--- config.mk ---
export PLATFORM = sky130hd
export DESIGN_NAME = ktc16
export DESIGN_NICKNAME = d
export VERILOG_FILES = /design/src/rtl/ktc16.sv
export SDC_FILE = /design/constraint.sdc
export NUM_CORES = 1
export LEC_CHECK = 0
export CAP_MARGIN = 10
export CELL_PAD_IN_SITES_DETAIL_PLACEMENT = 0
export CELL_PAD_IN_SITES_GLOBAL_PLACEMENT = 2
export CORE_ASPECT_RATIO = 2
export CORE_MARGIN = 2
export CORE_UTILIZATION = 41
export DETAILED_ROUTE_END_ITERATION = 10
export HOLD_SLACK_MARGIN = 0.1
export PLACE_DENSITY = 0.9
export SLEW_MARGIN = 5
export SYNTH_ARGS = -nofsm -noshare
export SYNTH_HDL_FRONTEND = slang
export SYNTH_SLANG_ARGS = --single-unit
--- constraint.sdc ---
create_clock -name clk -period 5.7 [get_ports clk]
set_input_delay 0.57 -clock clk [delete_from_list [all_inputs] [get_ports clk]]
set_output_delay 0.57 -clock clk [all_outputs]
set_load 0.01 [all_outputs]
--- src/rtl/ktc16.sv ---
// KTC16: two-state multicycle 16-bit CPU (FETCH/EXEC) with a 16 x 16-bit register file.
// Define KTC16_MUL_EN to turn opcode 08 into a single-cycle unsigned MUL; otherwise 08 is a NOP.
module ktc16 (
  input  logic        clk,
  input  logic        reset,
  input  logic [31:0] rd,
  output logic        memwrite,
  output logic [15:0] addr,
  output logic [15:0] wd
);

  localparam int unsigned XLEN = 16;
  localparam int unsigned IW   = 32;
  localparam int unsigned NREG = 16;
  localparam int unsigned RIDX = 4;

  localparam logic [7:0] OP_ADD  = 8'h01;
  localparam logic [7:0] OP_SUB  = 8'h02;
  localparam logic [7:0] OP_AND  = 8'h03;
  localparam logic [7:0] OP_OR   = 8'h04;
  localparam logic [7:0] OP_XOR  = 8'h05;
  localparam logic [7:0] OP_SLL  = 8'h06;
  localparam logic [7:0] OP_SRL  = 8'h07;
  localparam logic [7:0] OP_SLT  = 8'h09;
  localparam logic [7:0] OP_ADDI = 8'h10;
  localparam logic [7:0] OP_ANDI = 8'h12;
  localparam logic [7:0] OP_ORI  = 8'h13;
  localparam logic [7:0] OP_LW   = 8'h14;
  localparam logic [7:0] OP_SW   = 8'h15;
  localparam logic [7:0] OP_BEQ  = 8'h16;
  localparam logic [7:0] OP_BNE  = 8'h17;
  localparam logic [7:0] OP_JAL  = 8'h18;
`ifdef KTC16_MUL_EN
  localparam logic [7:0] OP_MUL  = 8'h08;
`endif

  typedef enum logic {S_FETCH, S_EXEC} state_e;

  state_e          state_q, state_d;
  logic [XLEN-1:0] pc_q, pc_d;
  logic [IW-1:0]   ir_q, ir_d;
  logic [XLEN-1:0] regs_q [NREG];
  logic [XLEN-1:0] regs_d [NREG];

  logic [7:0]      op;
  logic [RIDX-1:0] d_idx, s_idx;
  logic [XLEN-1:0] imm, rd_val, rs_val, ea, pc_plus4;
  logic            wr_en;
  logic [XLEN-1:0] wr_val;

  // Instruction field decode and operand read; r0 always reads zero.
  assign op       = ir_q[31:24];
  assign d_idx    = ir_q[23:20];
  assign s_idx    = ir_q[19:16];
  assign imm      = ir_q[15:0];
  assign rd_val   = (d_idx == RIDX'(0)) ? '0 : regs_q[d_idx];
  assign rs_val   = (s_idx == RIDX'(0)) ? '0 : regs_q[s_idx];
  assign ea       = rs_val + imm;
  assign pc_plus4 = pc_q + XLEN'(4);

`ifdef KTC16_MUL_EN
  logic [2*XLEN-1:0] mul_full;
  assign mul_full = (2*XLEN)'(rd_val) * (2*XLEN)'(rs_val);
`endif

  // Next-state, execute and memory-port logic.
  always_comb begin
    state_d  = state_q;
    pc_d     = pc_q;
    ir_d     = ir_q;
    regs_d   = regs_q;
    memwrite = 1'b0;
    addr     = pc_q;
    wd       = '0;
    wr_en    = 1'b0;
    wr_val   = '0;
    case (state_q)
      S_FETCH: begin
        ir_d    = rd;
        state_d = S_EXEC;
      end
      S_EXEC: begin
        state_d = S_FETCH;
        pc_d    = pc_plus4;
        case (op)
          OP_ADD:  begin wr_en = 1'b1; wr_val = rd_val + rs_val; end
          OP_SUB:  begin wr_en = 1'b1; wr_val = rd_val - rs_val; end
          OP_AND:  begin wr_en = 1'b1; wr_val = rd_val & rs_val; end
          OP_OR:   begin wr_en = 1'b1; wr_val = rd_val | rs_val; end
          OP_XOR:  begin wr_en = 1'b1; wr_val = rd_val ^ rs_val; end
          OP_SLL:  begin wr_en = 1'b1; wr_val = rd_val << rs_val[3:0]; end
          OP_SRL:  begin wr_en = 1'b1; wr_val = rd_val >> rs_val[3:0]; end
          OP_SLT:  begin
            wr_en  = 1'b1;
            wr_val = ($signed(rd_val) < $signed(rs_val)) ? XLEN'(1) : XLEN'(0);
          end
`ifdef KTC16_MUL_EN
          OP_MUL:  begin wr_en = 1'b1; wr_val = mul_full[XLEN-1:0]; end
`endif
          OP_ADDI: begin wr_en = 1'b1; wr_val = ea; end
          OP_ANDI: begin wr_en = 1'b1; wr_val = rs_val & imm; end
          OP_ORI:  begin wr_en = 1'b1; wr_val = rs_val | imm; end
          OP_LW:   begin
            addr   = ea;
            wr_en  = 1'b1;
            wr_val = rd[XLEN-1:0];
          end
          OP_SW:   begin
            addr     = ea;
            memwrite = 1'b1;
            wd       = rd_val;
          end
          OP_BEQ:  if (rd_val == rs_val) pc_d = pc_q + imm;
          OP_BNE:  if (rd_val != rs_val) pc_d = pc_q + imm;
          // Target uses the pre-link rs, so d==s still jumps to old rs+imm.
          OP_JAL:  begin
            pc_d   = ea;
            wr_en  = 1'b1;
            wr_val = pc_plus4;
          end
          default: ;
        endcase
        if (wr_en && (d_idx != RIDX'(0))) regs_d[d_idx] = wr_val;
      end
      default: state_d = S_FETCH;
    endcase
  end

  always_ff @(posedge clk or negedge reset) begin
    if (!reset) begin
      state_q <= S_FETCH;
      pc_q    <= '0;
      ir_q    <= '0;
      for (int i = 0; i < int'(NREG); i++) regs_q[i] <= '0;
    end else begin
      state_q <= state_d;
      pc_q    <= pc_d;
      ir_q    <= ir_d;
      for (int i = 0; i < int'(NREG); i++) regs_q[i] <= regs_d[i];
    end
  end

endmodule

==> impl_metrics.toml <==
[drt]
via_count = 19537
wl_microns = 92200
first_iter_violations = 1742
via_per_inst = 6.56
post_drt_wl_per_cell_microns = 31.0
drc = 6
drtPass1Iterations = 9
drtAntennaViolNets = 0

[synth]
synth_edf_count = 0
async_reset_ff_frac = 1.00
synthCells = 2206
synth_area_per_cell_sq_um = 9.92
synth_fp_nets = 2306
synth_seq_cells = 303
netlist_area_sq_um = 21900
ys_seq_area_frac = 0.347
synthDistinctLibCells = 97
synth-main-ff-cell = "dfrtp_1"
yosysWarnings = 0

[worst_hold_path]
min_path_cells = 0
worstHoldPathType = "register to register"

[timing]
finClkSkew_ns = 0.0147
finalSetupTns_ns = 0
fin_crit_ns = 5.59
setup_viol = 0
max_slew_margin = 0.159
max_slew.worst_pin.slew_ns = 1.26
hold_viol = 0
period_share = 0.981
rsz0062_at_grt = "true"
max_freq_mhz = 179
timing.final.max_slew_violations = 0

[clock_tree]
cts.htree.levels = 1
clk_latency_ns = 0.62
cts_tree = "yes"
cts_num_sinks = 303
cts_max_path_buffers = 3
cts_root_buffer = "clkbuf_16"
path_clk_slew_ns = 0.07
cts_buffers = 29

[global_routing]
grt_pass1_wl_microns = 136000
gr-total-overflow = 0
antenna_found_initial = 2
grt_usage = 0.335
grt_pass1_vias = 20423
grt_max_degree = 143

[critical_path]
crit_path_start_kind = "register"
crit_type = "register to output pin"
cp_data_required_time_ns = 5.13
cp.depth = 16
cp_slowest_cell = "clkdlybuf4s50_1"
crit_arrival_ns = 5.02
r2r_cells = 18
cp-end-kind = "output pin"
cp_cell_sequence = "clkdlybuf4s18_2 -> buf_4 -> nor4_4 -> nor2_1 -> a22oi_2 -> inv_2 -> ha_1 -> or4_1 -> o21ai_0 -> a21oi_2 -> maj3_2 -> a21oi_2 -> xnor2_2 -> nand2_1 -> nand2_1 -> clkdlybuf4s50_1"
cpPeakStageDelay_ns = 0.53
cp_max_fo = 7
cp_num_buf_inv = 4
crit_family = "simple AND/OR/NAND/NOR gates"

[layout]
synthToLayoutAreaGrowth_pct = 14.9
drive_gt1_frac = 0.255
utilization = 0.477
nFillCells = 4929
antenna_cells = 0
nets = 2390

[pwr]
p_sw_uw = 2140
leakage_uw = 0.0102
p_per_area_nw_per_um2 = 251
irDropWorstVdd_mv = 0.220
seq_power_share = 0.380
sw_frac_of_total = 0.339
intPower_uw = 4170
p_comb_frac = 0.280
power_frac_clock = 0.340

[floorplan]
start_util = 0.415
io_pins = 67
rows = 119
core_sq_um = 52700
dieArea_sq_um = 55300
fp.dieH_microns = 331
die_x_microns = 167

[job]
maxCapViolations = 0

[placed_design]
gp_congestion = 1.07
port_buffers = 66
dp_hpwl_microns = 68900

[run_status]
violations = "DRC"
status = "finished with violations"
## synthesized netlist by cell type, drive strengths merged, types with 29 or more instances
master / instances / area, sq um
a31oi: 29 / 181
a221oi: 36 / 322
inv: 50 / 190
xnor2: 37 / 324
nor2b: 31 / 194
o21ai: 113 / 573
ha: 62 / 776
nor2: 221 / 830
mux2i: 65 / 651
mux2: 167 / 1880
dfrtp: 303 / 7580
mux4: 109 / 2450
nor3: 42 / 215
nand2: 172 / 646
buf: 67 / 452
a22oi: 32 / 245
clkbuf: 117 / 439
nand3: 41 / 210
a21oi: 167 / 918
## power groups by stage
stage / Combinational, uW / Clock [uW] / Sequential (uW)
2_1_floorplan: 1090 / 0 / 2350
5_1_grt: 1900 / 2250 / 2400
3_5_place_dp: 1680 / 0 / 2430
6_report: 1770 / 2140 / 2390
4_1_cts: 1710 / 2160 / 2390
3_3_place_gp: 1660 / 0 / 2420
## worst reg2reg max path: stages (launching register included)
cell and delay (ns):
dfrtp_4 0.66, buf_6 0.36, mux4_2 0.55, a22oi_1 0.28, o31ai_1 0.15, buf_4 0.21
ha_1 0.31, or3_1 0.39, a2111oi_0 0.33, buf_4 0.28, o21ai_0 0.10, buf_4 0.18
nand2_1 0.08, nor4_1 0.05, o22ai_1 0.42, xnor2_1 0.20, o2111ai_2 0.25, buf_4 0.29
mux2_2 0.29
## repair_timing
item                                   in CTS  in global routing
pin swaps                                   3                  5
endpoints found under the hold margin      53                  0
hold buffers                                1                  0
resized for setup                          22                 13
setup endpoints to repair                   7                 34
buffers inserted                           14                  5
## per-stage QoR
stage          setup WS [ns]  cells  cell area [sq um]  total power [uW]  hold slack, ns
6_report               0.107   2977              25100              6300           0.377
3_3_place_gp          -0.150   2904              23800              4090           0.360
4_1_cts               0.0153   2972              25000              6260           0.379
2_1_floorplan          0.605   2206              21900              3440           0.274
5_1_grt              -0.0235   2977              25100              6550           0.392
3_5_place_dp          -0.141   2904              23800              4110           0.363
## state kept, by name, summed over array words and instances (netlist names)
name and flops:
regs_q 254, ir_q 32, pc_q 16, state_q 1
## cell usage in the layout, fill, tap and decap left out, drive strengths merged, types with 31 or more instances in the layout
cell and instances:
nand3 41, mux2i 65, nor2 221, nand2 172
buf 170, a221oi 36, o21ai 113, mux2 167
xnor2 37, ha 62, clkbuf 34, a21oi 167
clkdlybuf4s50 60, nor3 42, inv 54, dfrtp 303
mux4 109, a22oi 32, nor2b 31
## per-layer routing
layer,share of wire,vias up,GRT usage
met5,0.00034,-,0
met4,0.13,4,0.355
met3,0.063,493,0.0716
met2,0.49,944,0.581
met1,0.31,9671,0.315
li1,-,8425,-
## cells by family after synthesis
logic type	count (synthesis)	share of synthesized area
AND/OR/NAND/NOR	631	0.136
AO/OA/AOI/OAI	579	0.180
multiplexers	341	0.228
flip-flops	303	0.347
buffers and inverters	234	0.0494
adder cells (fa/ha/maj)	67	0.0396
XOR/XNOR	51	0.0204
## worst paths after layout
kind	endpoint	slack, ns	from
hold / removal	regs_q[250]$_DFFE_PN0P_	0.38	regs_q[250]$_DFFE_PN0P_
min in group asynchronous	regs_q[181]$_DFFE_PN0P_	0.62	reset
hold reg to reg	regs_q[250]$_DFFE_PN0P_	0.38	regs_q[250]$_DFFE_PN0P_
max in group asynchronous	regs_q[78]$_DFFE_PN0P_	3.69	reset
setup / recovery	addr[10]	0.11	ir_q[17]$_DFFE_PN0N_
setup reg to reg	regs_q[95]$_DFFE_PN0P_	0.20	ir_q[21]$_DFFE_PN0N_
## area by class of cell
class / instances / area [sq um] / area share
Multi-Input combinational cell: 1669 / 13400 / 0.533
Clock buffer: 34 / 764 / 0.0304
Clock inverter: 19 / 253 / 0.0101
Sequential cell: 303 / 7600 / 0.302
Inverter: 50 / 190 / 0.00757
Tap cell: 665 / 832 / 0.0331
Timing Repair Buffer: 237 / 2100 / 0.0834
No activity file was read; power rests on OpenSTA's default activity.
